==> src/rtl/mem_arbiter_pkg.sv <==
// Shared definitions for the two-port memory arbiter: default widths,
// FSM state encoding and port-select encoding.
package mem_arbiter_pkg;

  localparam int unsigned ADDR_W_DEF = 28;
  localparam int unsigned DATA_W_DEF = 128;

  typedef enum logic [1:0] {
    ST_IDLE = 2'd0,
    ST_BUSY = 2'd1,
    ST_RESP = 2'd2
  } state_t;

  localparam logic PORT_I = 1'b0;
  localparam logic PORT_D = 1'b1;

endpackage

==> src/rtl/mem_arb_rr.sv <==
// Two-way round-robin select: on a tie the port not granted last wins.
module mem_arb_rr
  import mem_arbiter_pkg::*;
(
  input  logic [1:0] req,
  input  logic       last_grant,
  output logic       grant
);

  always_comb begin
    grant = PORT_I;
    if (req == 2'b11) begin
      grant = ~last_grant;
    end else if (req[1]) begin
      grant = PORT_D;
    end
  end

endmodule

==> src/rtl/mem_arbiter.sv <==
// Shares one block-memory port between the I-cache and D-cache ports,
// one transaction in flight at a time.
module mem_arbiter
  import mem_arbiter_pkg::*;
#(
  parameter int unsigned ADDR_W = ADDR_W_DEF,
  parameter int unsigned DATA_W = DATA_W_DEF
) (
  input  logic              clk,
  input  logic              proc_reset,
  input  logic              i_read,
  input  logic              i_write,
  input  logic [ADDR_W-1:0] i_addr,
  input  logic [DATA_W-1:0] i_wdata,
  output logic [DATA_W-1:0] i_rdata,
  output logic              i_ready,
  input  logic              d_read,
  input  logic              d_write,
  input  logic [ADDR_W-1:0] d_addr,
  input  logic [DATA_W-1:0] d_wdata,
  output logic [DATA_W-1:0] d_rdata,
  output logic              d_ready,
  output logic              mem_read,
  output logic              mem_write,
  output logic [ADDR_W-1:0] mem_addr,
  output logic [DATA_W-1:0] mem_wdata,
  input  logic [DATA_W-1:0] mem_rdata,
  input  logic              mem_ready
);

  state_t            r_state;
  logic              r_port;
  logic              r_last_grant;
  logic              r_mem_read;
  logic              r_mem_write;
  logic [ADDR_W-1:0] r_mem_addr;
  logic [DATA_W-1:0] r_mem_wdata;
  logic [DATA_W-1:0] r_rdata;
  logic              r_i_ready;
  logic              r_d_ready;

  logic [1:0]        w_req;
  logic              w_grant;

  assign w_req = {d_read | d_write, i_read | i_write};

  mem_arb_rr u_rr (
    .req        (w_req),
    .last_grant (r_last_grant),
    .grant      (w_grant)
  );

  // Memory request registers double as the latched op/address/data.
  always_ff @(posedge clk) begin
    if (proc_reset) begin
      r_state      <= ST_IDLE;
      r_port       <= PORT_I;
      r_last_grant <= PORT_D;
      r_mem_read   <= 1'b0;
      r_mem_write  <= 1'b0;
      r_mem_addr   <= '0;
      r_mem_wdata  <= '0;
      r_rdata      <= '0;
      r_i_ready    <= 1'b0;
      r_d_ready    <= 1'b0;
    end else begin
      case (r_state)
        ST_IDLE: begin
          r_i_ready <= 1'b0;
          r_d_ready <= 1'b0;
          if (|w_req) begin
            r_port       <= w_grant;
            r_last_grant <= w_grant;
            r_state      <= ST_BUSY;
            if (w_grant == PORT_D) begin
              r_mem_write <= d_write;
              r_mem_read  <= ~d_write;
              r_mem_addr  <= d_addr;
              r_mem_wdata <= d_wdata;
            end else begin
              r_mem_write <= i_write;
              r_mem_read  <= ~i_write;
              r_mem_addr  <= i_addr;
              r_mem_wdata <= i_wdata;
            end
          end
        end
        ST_BUSY: begin
          if (mem_ready) begin
            r_mem_read  <= 1'b0;
            r_mem_write <= 1'b0;
            if (r_mem_read) begin
              r_rdata <= mem_rdata;
            end
            r_i_ready <= (r_port == PORT_I);
            r_d_ready <= (r_port == PORT_D);
            r_state   <= ST_RESP;
          end
        end
        ST_RESP: begin
          r_i_ready <= 1'b0;
          r_d_ready <= 1'b0;
          r_state   <= ST_IDLE;
        end
        default: begin
          r_state <= ST_IDLE;
        end
      endcase
    end
  end

  assign mem_read  = r_mem_read;
  assign mem_write = r_mem_write;
  assign mem_addr  = r_mem_addr;
  assign mem_wdata = r_mem_wdata;
  assign i_rdata   = r_rdata;
  assign d_rdata   = r_rdata;
  assign i_ready   = r_i_ready;
  assign d_ready   = r_d_ready;

endmodule
==> config.mk <==
export PLATFORM = sky130hd
export DESIGN_NAME = mem_arbiter
export DESIGN_NICKNAME = d
export VERILOG_FILES = /design/src/rtl/mem_arbiter_pkg.sv /design/src/rtl/mem_arb_rr.sv /design/src/rtl/mem_arbiter.sv
export SDC_FILE = /design/constraint.sdc
export NUM_CORES = 1
export LEC_CHECK = 0
export CAP_MARGIN = 10
export CELL_PAD_IN_SITES_DETAIL_PLACEMENT = 0
export CELL_PAD_IN_SITES_GLOBAL_PLACEMENT = 2
export CORE_AREA = 4 4 335 337
export CTS_BUF_LIST = sky130_fd_sc_hd__clkbuf_16
export CTS_CLUSTER_DIAMETER = 100
export DETAILED_ROUTE_END_ITERATION = 10
export DIE_AREA = 0 0 339 341
export DONT_BUFFER_PORTS = 1
export GPL_ROUTABILITY_DRIVEN = 1
export PLACE_DENSITY_LB_ADDON = 0.1
export RECOVER_POWER = 50
export SLEW_MARGIN = 20
export SYNTH_ARGS = -nofsm -noshare
export SYNTH_HDL_FRONTEND = slang
export SYNTH_HIERARCHICAL = 1
export SYNTH_SLANG_ARGS = --single-unit
export TNS_END_PERCENT = 30
==> constraint.sdc <==
create_clock -name clk -period 2.9 [get_ports clk]
set_input_delay 0.58 -clock clk [delete_from_list [all_inputs] [get_ports clk]]
set_output_delay 0.58 -clock clk [all_outputs]
set_load 0.01 [all_outputs]
Word level (Yosys, flattened, before mapping)

Index checks and enable logic that the tools add are counted.

Flip-flop bits (word level): 292
Output and inout port bits: 416
Logic and storage cells: 49

Equal/unequal tests: 5
Muxes and demuxes: 18
Bitwise logic cells: 6
Reductions and logical operators: 10

Operators with widths:

| operator           | count |
|---|---|
| $mux 128           | 1 |
| $mux 28            | 1 |
| $mux 1             | 9 |
| $pmux 1 s2         | 4 |
| $reduce_and 2->1   | 3 |
| $reduce_and 3->1   | 2 |
| $eq 2x2->1 const B | 2 |
| $mux 2             | 2 |
| $ne 2x2->1 const B | 2 |
| $not 1->1          | 4 |
| $pmux 2 s2         | 1 |
| $reduce_bool 2->1  | 2 |
| $reduce_or 2->1    | 2 |
| $eq 2x1->1 const B | 1 |
| $logic_not 2->1    | 1 |
| $or 1x1->1         | 2 |

Logic depth before layout (Yosys ltp)

Gate-level depths: netlist of run 1.

Word-level depth: 6
Depth in mapped cells: 7

Modules after synthesis

Netlist of run 1, hierarchy kept.

Modules (own cells, without submodules):

| module      | instances | cells each | area each (µm²) | seq. area each (µm²) |
|---|---|---|---|---|
| mem_arbiter | 1         | 1,435      | 12,702.2        | 5,845.6 |
| mem_arb_rr  | 1         | 1          | 11.3            | 0.0 |

Worst setup path before layout of run 1

Ideal clock, no wire load.

Path kind: input to register
From: input port i_write
To: register r_mem_addr[16], in the netlist mem_addr[16]
Setup time: 0.134 ns
Arrival: 1.915 ns
Path slack: 0.851 ns
Cell stages on the path: 6
Path buffers: 2
Cells stage by stage: or2_2 a21boi_2 clkbuf_1 buf_1 mux2i_1 a211oi_1

Word-level cells in the longest chain between the ends: 4
Elaborated cells on any way between the ends: 6

Ends and longest elaborated chain:

| what                 | RTL line          | RTL |
|---|---|---|
| start, declared      | mem_arbiter.sv:12 | `input logic i_write,` |
| $or 1x1->1           | mem_arbiter.sv:45 | `assign w_req = {d_read \| d_write, i_read \| i_write};` |
| $eq 2x2->1           | mem_arb_rr.sv:12  | `if (req == 2'b11) begin` |
| $mux 1               | mem_arb_rr.sv:12  |  |
| net w_grant          | mem_arbiter.sv:43 | `logic w_grant;` |
| $mux 28              | mem_arbiter.sv:75 | `if (w_grant == PORT_D) begin` |
| end signal, assigned | mem_arbiter.sv:78 | `r_mem_addr <= d_addr;` |
| end signal, assigned | mem_arbiter.sv:83 | `r_mem_addr <= i_addr;` |
| end, declared        | mem_arbiter.sv:36 | `logic [ADDR_W-1:0] r_mem_addr;` |

The timed path passes the listed nets, and every way through them passes these cells.
A chain may end at the register's enable or synchronous reset.

Final worst setup path of run 1

From: register r_state[1]
To: register r_mem_wdata[83], in the netlist mem_wdata[83]

Word-level cells in the longest chain between the ends: 2

Ends and longest elaborated chain:

| what                              | RTL line          | RTL |
|---|---|---|
| start, declared                   | mem_arbiter.sv:31 | `state_t r_state;` |
| start signal, assigned            | mem_arbiter.sv:56 | `r_state <= ST_IDLE;` |
| start signal, assigned            | mem_arbiter.sv:74 | `r_state <= ST_BUSY;` |
| start signal, assigned            | mem_arbiter.sv:97 | `r_state <= ST_RESP;` |
| $logic_not 2->1                   | mem_arbiter.sv:67 | `case (r_state)` |
| $reduce_and 2->1 (no source line) | -                 |  |
| end signal, assigned              | mem_arbiter.sv:79 | `r_mem_wdata <= d_wdata;` |
| end signal, assigned              | mem_arbiter.sv:84 | `r_mem_wdata <= i_wdata;` |
| end, declared                     | mem_arbiter.sv:37 | `logic [DATA_W-1:0] r_mem_wdata;` |

Every way passes these cells.

==> results of run 1 <==
==> registers in the layout (all words and copies together), names as in the netlist <==
name and flops:
d_rdata 128, d_ready 1, i_ready 1, mem_addr 28
mem_read 1, mem_wdata 128, mem_write 1, r_last_grant 1
r_port 1, r_state 2
==> per-layer routing <==
| layer | GRT usage, % | vias to the layer above | share of wire, % |
|---|---|---|---|
| met5 | 0 | - | 0.16 |
| met1 | 10.8 | 4653 | 36 |
| met3 | 5.36 | 100 | 12 |
| met2 | 17.7 | 598 | 49 |
| met4 | 3.69 | 16 | 3.1 |
| li1 | - | 4565 | - |
==> worst reg2reg max path, cell delays in order (launching register included) <==
cell	delay, ns
dfxtp_1	0.35
or2_2	0.39
nor2_4	0.75
buf_12	0.39
a211oi_1	0.32
==> metrics by stage <==
| stage | worst slack (ns) | hold slack (ns) | cell area, sq um | util [%] |
|---|---|---|---|---|
| global route | 0.293 | 0.0617 | 14600 | 13.4 |
| finish | 0.555 | 0.125 | 14600 | 13.4 |
| floorplan | 0.851 | 0.463 | 12700 | - |
| CTS | 0.470 | 0.0477 | 14600 | 13.4 |
| global placement | 0.393 | 0.531 | 13300 | 12.2 |
| detailed placement | 0.391 | 0.519 | 13300 | 12.2 |
==> area by class of cell <==
class,count,area share [%]
Multi-Input combinational cell,884,36.7
Timing Repair Buffer,31,2.23
Antenna cell,2,0.0344
Inverter,1,0.0258
Sequential cell,292,40.1
Clock buffer,45,7.73
Tap cell,1414,12.1
Clock inverter,32,0.988
==> where the power goes <==
part / internal (mW) / total, mW / switching [mW]
combinational: 0.503 / 1.23 / 0.729
clock: 2.78 / 4.88 / 2.09
sequential: 4.34 / 4.87 / 0.531
total: 7.62 / 11.0 / 3.35
==> kinds of logic (layout without fill, tap and decap cells) <==
kind of cell	after synthesis	in the layout	share of synthesized area [%]
AOI/OAI and AO/OA	450	450	20.9
DFF	292	292	46.0
and+or+nand+nor	277	277	8.64
buffers and inverters	260	109	12.1
muxes	157	157	12.4
other	0	2	0
==> Yosys cell counts (all sizes together) <==
cell type    n
dfxtp      292
a21oi      289
nand2      257
buf        189
mux2i      157
a211oi     156
clkbuf      70
nand3        5
or2          4
nor2         3
nand4b       2
nor4         2
o21ai        2
a21boi       1
a41o         1
and4b        1
inv          1
nand3b       1
o211ai       1
or3b         1
or4          1
==> path summary, 6_finish.rpt <==
path	startpoint	to	slack, ns	cells past startpoint
hold reg to reg	r_port$_SDFFE_PP0P_	r_port$_SDFFE_PP0P_	0.52	2
setup / recovery	r_state[1]$_SDFFE_PP0P_	mem_wdata[83]$_SDFFE_PP0P_	0.56	4
setup reg to reg	r_state[1]$_SDFFE_PP0P_	mem_wdata[83]$_SDFFE_PP0P_	0.56	4
hold / removal	proc_reset	mem_wdata[119]$_SDFFE_PP0P_	0.12	1
==> metrics, run 1 <==
vias in the first global route ~10000; most frequent cells in the layout 292 x dfxtp_1, 289 x a21oi_1, 257 x nand2_1, 157 x mux2i_1, 156 x a211oi_1; TritonCTS clock tree done; Worst-Skew Late Latency a little under 0.6 ns; Yosys warnings 6; fin cells approximately 2700; Power, Total roughly 11 mW; top-area cell type share of the netlist area around 46%; first-pass GRT wire length 85200 um; starting DRC count in detailed routing about 310; hold crit path type in -> reg; count of TritonRoute iterations in the first routing pass 4; cts hold-fix bufs 0; CTS buffer count 44; chip height between 300 and 400 um; routed len/inst 23.5 um; fin. max-slew vios 0; initial antenna violation count 11; Mapped Area roughly 13000 sq um; status finished clean; Setup Viol. Count Final 0; max-cap violations 0; Max Freq approximately 430 MHz; Critical Path AT approximately 2.8 ns; critical path class reg -> reg; Mapped Nets ~1900; CP Cell Sequence or2_2, nor2_4, buf_12, a211oi_1; final WL around 64000 um; Leakage approximately 4.8 nW; DRT antenna net count 0; io pins approximately 860; Crit. End Element register; Slew @ Worst Pin 1.15 ns; sequential fraction of the synthesis area between 40 and 50%; Hold Vio Cnt, Final 0; RSZ-0062 raised after global routing no; # clock sinks between 200 and 300; Unique masters post-synth 26; post_cts resized 0; clock root buffer clkbuf_16; Initial Util around an eighth; Core Box Area around 110000 sq um; post-CTS setup buffer count 0; slowest CP cell nor2_4; Mapped Cells ~1400; IO buf count 0; fillcell total around 12000; commonest non-fill, non-tap cell in the layout dfxtp_1; period utilization around four fifths; Placed Cells between 2000 and 3000; max_slew headroom about a quarter; Synth area leader dfxtp_1; startpoint types register; gr ovfl total 0; Clock Tree Buf Depth 3; row count roughly 120; slowest stage delay, CP between 0.7 and 0.8 ns; clk slew on worst S/H paths approximately 0.060 ns; critical-path maximum fanout 82; Setup Skew 0.0114 ns; area of the multi-input gates ~5300 sq um; vias per inst ~3.7; Layout area overhead 14.6%; Buf+Inv Stages, Crit Path 1; top cells by area, synth dfxtp_1 46%, mux2i_1 12%, a21oi_1 11%; fin crit period approximately 2.3 ns; Critical Path RT between 3 and 4 ns; delay-heaviest family, CP simple AND/OR/NAND/NOR gates; Pwr Density between 700 and 800 nW/um^2; die area between 100000 and 150000 sq um; Post-layout nets between 1500 and 2000; total negative setup slack 0 ns; Die Wd between 300 and 400 um; flip-flop and latch area ~5800 sq um; GRT Overall Usage around 10%; Avg Cell Area, Syn 8.85 sq um; post-synthesis register bit count about 300; Peak VDD IR between 300 and 400 uV; Vias between 9000 and 10000; fraction of layout cells with a size suffix above 1 approximately 7%; GPL Wtd Cong a little over 0.7; CTS H-Tree Depth 2; hpwl dp approximately 45000 um; pin count of the biggest net entering global routing between 200 and 300; DR DRC count 0
No activity file was read; power rests on OpenSTA's default activity.
==> run 2: changes to the inputs <==
--- a/config.mk
+++ b/config.mk
@@ -8,11 +8,11 @@
 export CAP_MARGIN = 10
 export CELL_PAD_IN_SITES_DETAIL_PLACEMENT = 0
 export CELL_PAD_IN_SITES_GLOBAL_PLACEMENT = 2
-export CORE_AREA = 4 4 335 337
+export CORE_AREA = 4 4 336 338
 export CTS_BUF_LIST = sky130_fd_sc_hd__clkbuf_16
 export CTS_CLUSTER_DIAMETER = 100
 export DETAILED_ROUTE_END_ITERATION = 10
-export DIE_AREA = 0 0 339 341
+export DIE_AREA = 0 0 340 342
 export DONT_BUFFER_PORTS = 1
 export GPL_ROUTABILITY_DRIVEN = 1
 export PLACE_DENSITY_LB_ADDON = 0.1
==> constraint.sdc (replaced) <==
create_clock -name clk -period 2.1 [get_ports clk]
set_input_delay 0.42 -clock clk [delete_from_list [all_inputs] [get_ports clk]]
set_output_delay 0.42 -clock clk [all_outputs]
set_load 0.01 [all_outputs]
==> run 2 against run 1 <==
Maximum frequency grew 19%. Largest cell class unchanged. Register-to-register slack got worse by 0.42 ns. Critical endpoint is now d_rdata[39]$_SDFFE_PP0P_. Critical path type unchanged. Worst setup slack worse by 0.42 ns. Power up 45%. Count of clock-buffer cells in the layout stayed put. Largest power group unchanged. Routed wire length increased by 2.5%.
==> metrics, run 2 (same netlist as run 1, synthesis figures left out) <==
status finished clean; Final WS setup 0.133 ns (-0.423 ns); critical-path maximum fanout 29 (-65%); Crit. End Element register; GPL Wtd Cong 0.721 (+1.8%); startpoint types register; Placed Cells 2716 (+3.6%); clock root buffer clkbuf_16; Area after DPL 13700 sq um (+3.2%); Setup Skew 0.0232 ns (+0.0118 ns); GRT Overall Usage 10.5% (+0.22 points); clk slew on worst S/H paths 0.06 ns (about the same); Vias 10611 (+6.8%); hold crit path type in -> reg; most frequent cells in the layout 291 x dfxtp_1, 289 x a21oi_1, 257 x nand2_1, 176 x dlygate4sd3_1, 157 x mux2i_1; Setup Viol. Count Final 0 (unchanged); Worst-Skew Late Latency 0.58 ns (about the same); critical path class reg -> reg; Core Box Area 110000 sq um (+1.1%); CP Cell Sequence and4b_4, buf_16, buf_12, nand2_1, a21oi_1, dlygate4sd3_1; Hold Path End d_rdata[26]$_SDFFE_PP0P_; Setup WS pre-CTS -0.194 ns (-0.585 ns); starting DRC count in detailed routing 355 (+16%); total negative setup slack 0 ns (unchanged); initial antenna violation count 4 (-7); Reg2Reg Launch Point mem_read$_SDFFE_PP0P_; vias per inst 3.57 (-3.0%); Buf+Inv Stages, Crit Path 3 (+2); Slew @ Worst Pin 0.764 ns (-0.384 ns); DR DRC count 0 (unchanged); fin crit period 1.97 ns (-0.377 ns); fin util 15.4% (+2.0 points); vias in the first global route 11239 (+12%); final instance area 17000 sq um (+17%); CTS buffer count 42 (-4.5%); TritonCTS clock tree done; RSZ-0062 raised after global routing no; commonest non-fill, non-tap cell in the layout dfxtp_1; fraction of layout cells with a size suffix above 1 8.22% (+1.1 points); Critical Path AT 2.49 ns (-0.29 ns); gr ovfl total 0 (unchanged); max-cap violations 0 (unchanged); fin. max-slew vios 0 (unchanged); first-pass GRT wire length 88100 um (+3.4%); Reg-to-Reg End d_rdata[39]$_SDFFE_PP0P_; slowest CP cell dlygate4sd3_1; pin count of the biggest net entering global routing 95 (-68%); IO buf count 0 (unchanged); hold_sp mem_rdata[26]; DRT antenna net count 0 (unchanged); chip height 342 um (+0.29%); delay-heaviest family, CP buffers and inverters; Power, Total 15.9 mW (+45%); Post-layout nets 1900 (+12%); period utilization 93.7% (+13 points); hold depth 2 (+1); fin cells 2976 (+10%); slowest stage delay, CP 0.55 ns (-0.20 ns); die area 116000 sq um (+0.59%); Initial Util 11.6% (-0.13 points); count of TritonRoute iterations in the first routing pass 4 (unchanged); routed len/inst 21.9 um (-7.0%); Pwr Density 937 nW/um^2 (+24%); Peak VDD IR 463 uV (+48%); io pins 863 (unchanged); final WL 65200 um (+2.5%); # clock sinks 292 (unchanged); Critical Path RT 2.62 ns (-0.71 ns); hpwl dp 45500 um (+0.40%); Die Wd 340 um (+0.29%); row count 122 (+0.83%); CTS H-Tree Depth 2 (unchanged); max_slew headroom 49.1% (+26 points); Max Freq 508 MHz (+19%); Layout area overhead 33.5%; Leakage 5.91 nW (+24%); reg2reg path depth 6 (+2); reg-to-reg slack, setup 0.13 ns (-0.42 ns); hold_ws 0.0709 ns (-0.0538 ns); Clock Tree Buf Depth 3 (unchanged); Hold Vio Cnt, Final 0 (unchanged)
-- run 2: metal layers --
metal	wire, um	global-route usage (%)
met1	23800	11.1
met2	32500	18.6
met3	7250	5.07
met4	1560	3.02
met5	7	0
-- run 2: where the power goes --
group | total [mW] | leakage (nW) | internal [mW] | switching [mW]
registers | 6.71 | 2.40 | 5.99 | 0.716
clock network | 7.02 | 0.697 | 4.19 | 2.83
logic | 2.18 | 2.81 | 0.999 | 1.18
-- run 2: final cells by class --
cell class	count	area, sq um
Fill cell	12466	93100
Clock buffer	45	1130
Multi-Input combinational cell	884	5350
Tap cell	1488	1860
Clock inverter	31	206
Timing Repair Buffer	232	2570
Sequential cell	292	5850
Inverter	1	3.75
Antenna cell	3	7.51
-- run 2: how the worst max path moves through the flow --
stage / startpoint / to / slack [ns] / depth (start not counted)
after floorplan: i_write / mem_addr[16]$_SDFFE_PP0P_ / 0.21 / 6
after global placement: i_write / mem_wdata[41]$_SDFFE_PP0P_ / -0.20 / 6
after detailed placement: i_write / mem_wdata[41]$_SDFFE_PP0P_ / -0.19 / 6
after CTS: r_state[1]$_SDFFE_PP0P_ / d_rdata[39]$_SDFFE_PP0P_ / 0.02 / 6
after global routing: r_last_grant$_SDFFE_PP1P_ / mem_wdata[41]$_SDFFE_PP0P_ / 0.009 / 5
final: mem_read$_SDFFE_PP0P_ / d_rdata[39]$_SDFFE_PP0P_ / 0.13 / 6
-- run 2: timing repair --
item                       CTS  global route
setup endpoints to repair    0            15
hold buffers               179             0
buffers inserted             0             1
hold endpoints to repair   199             0
gates resized for setup      0             5
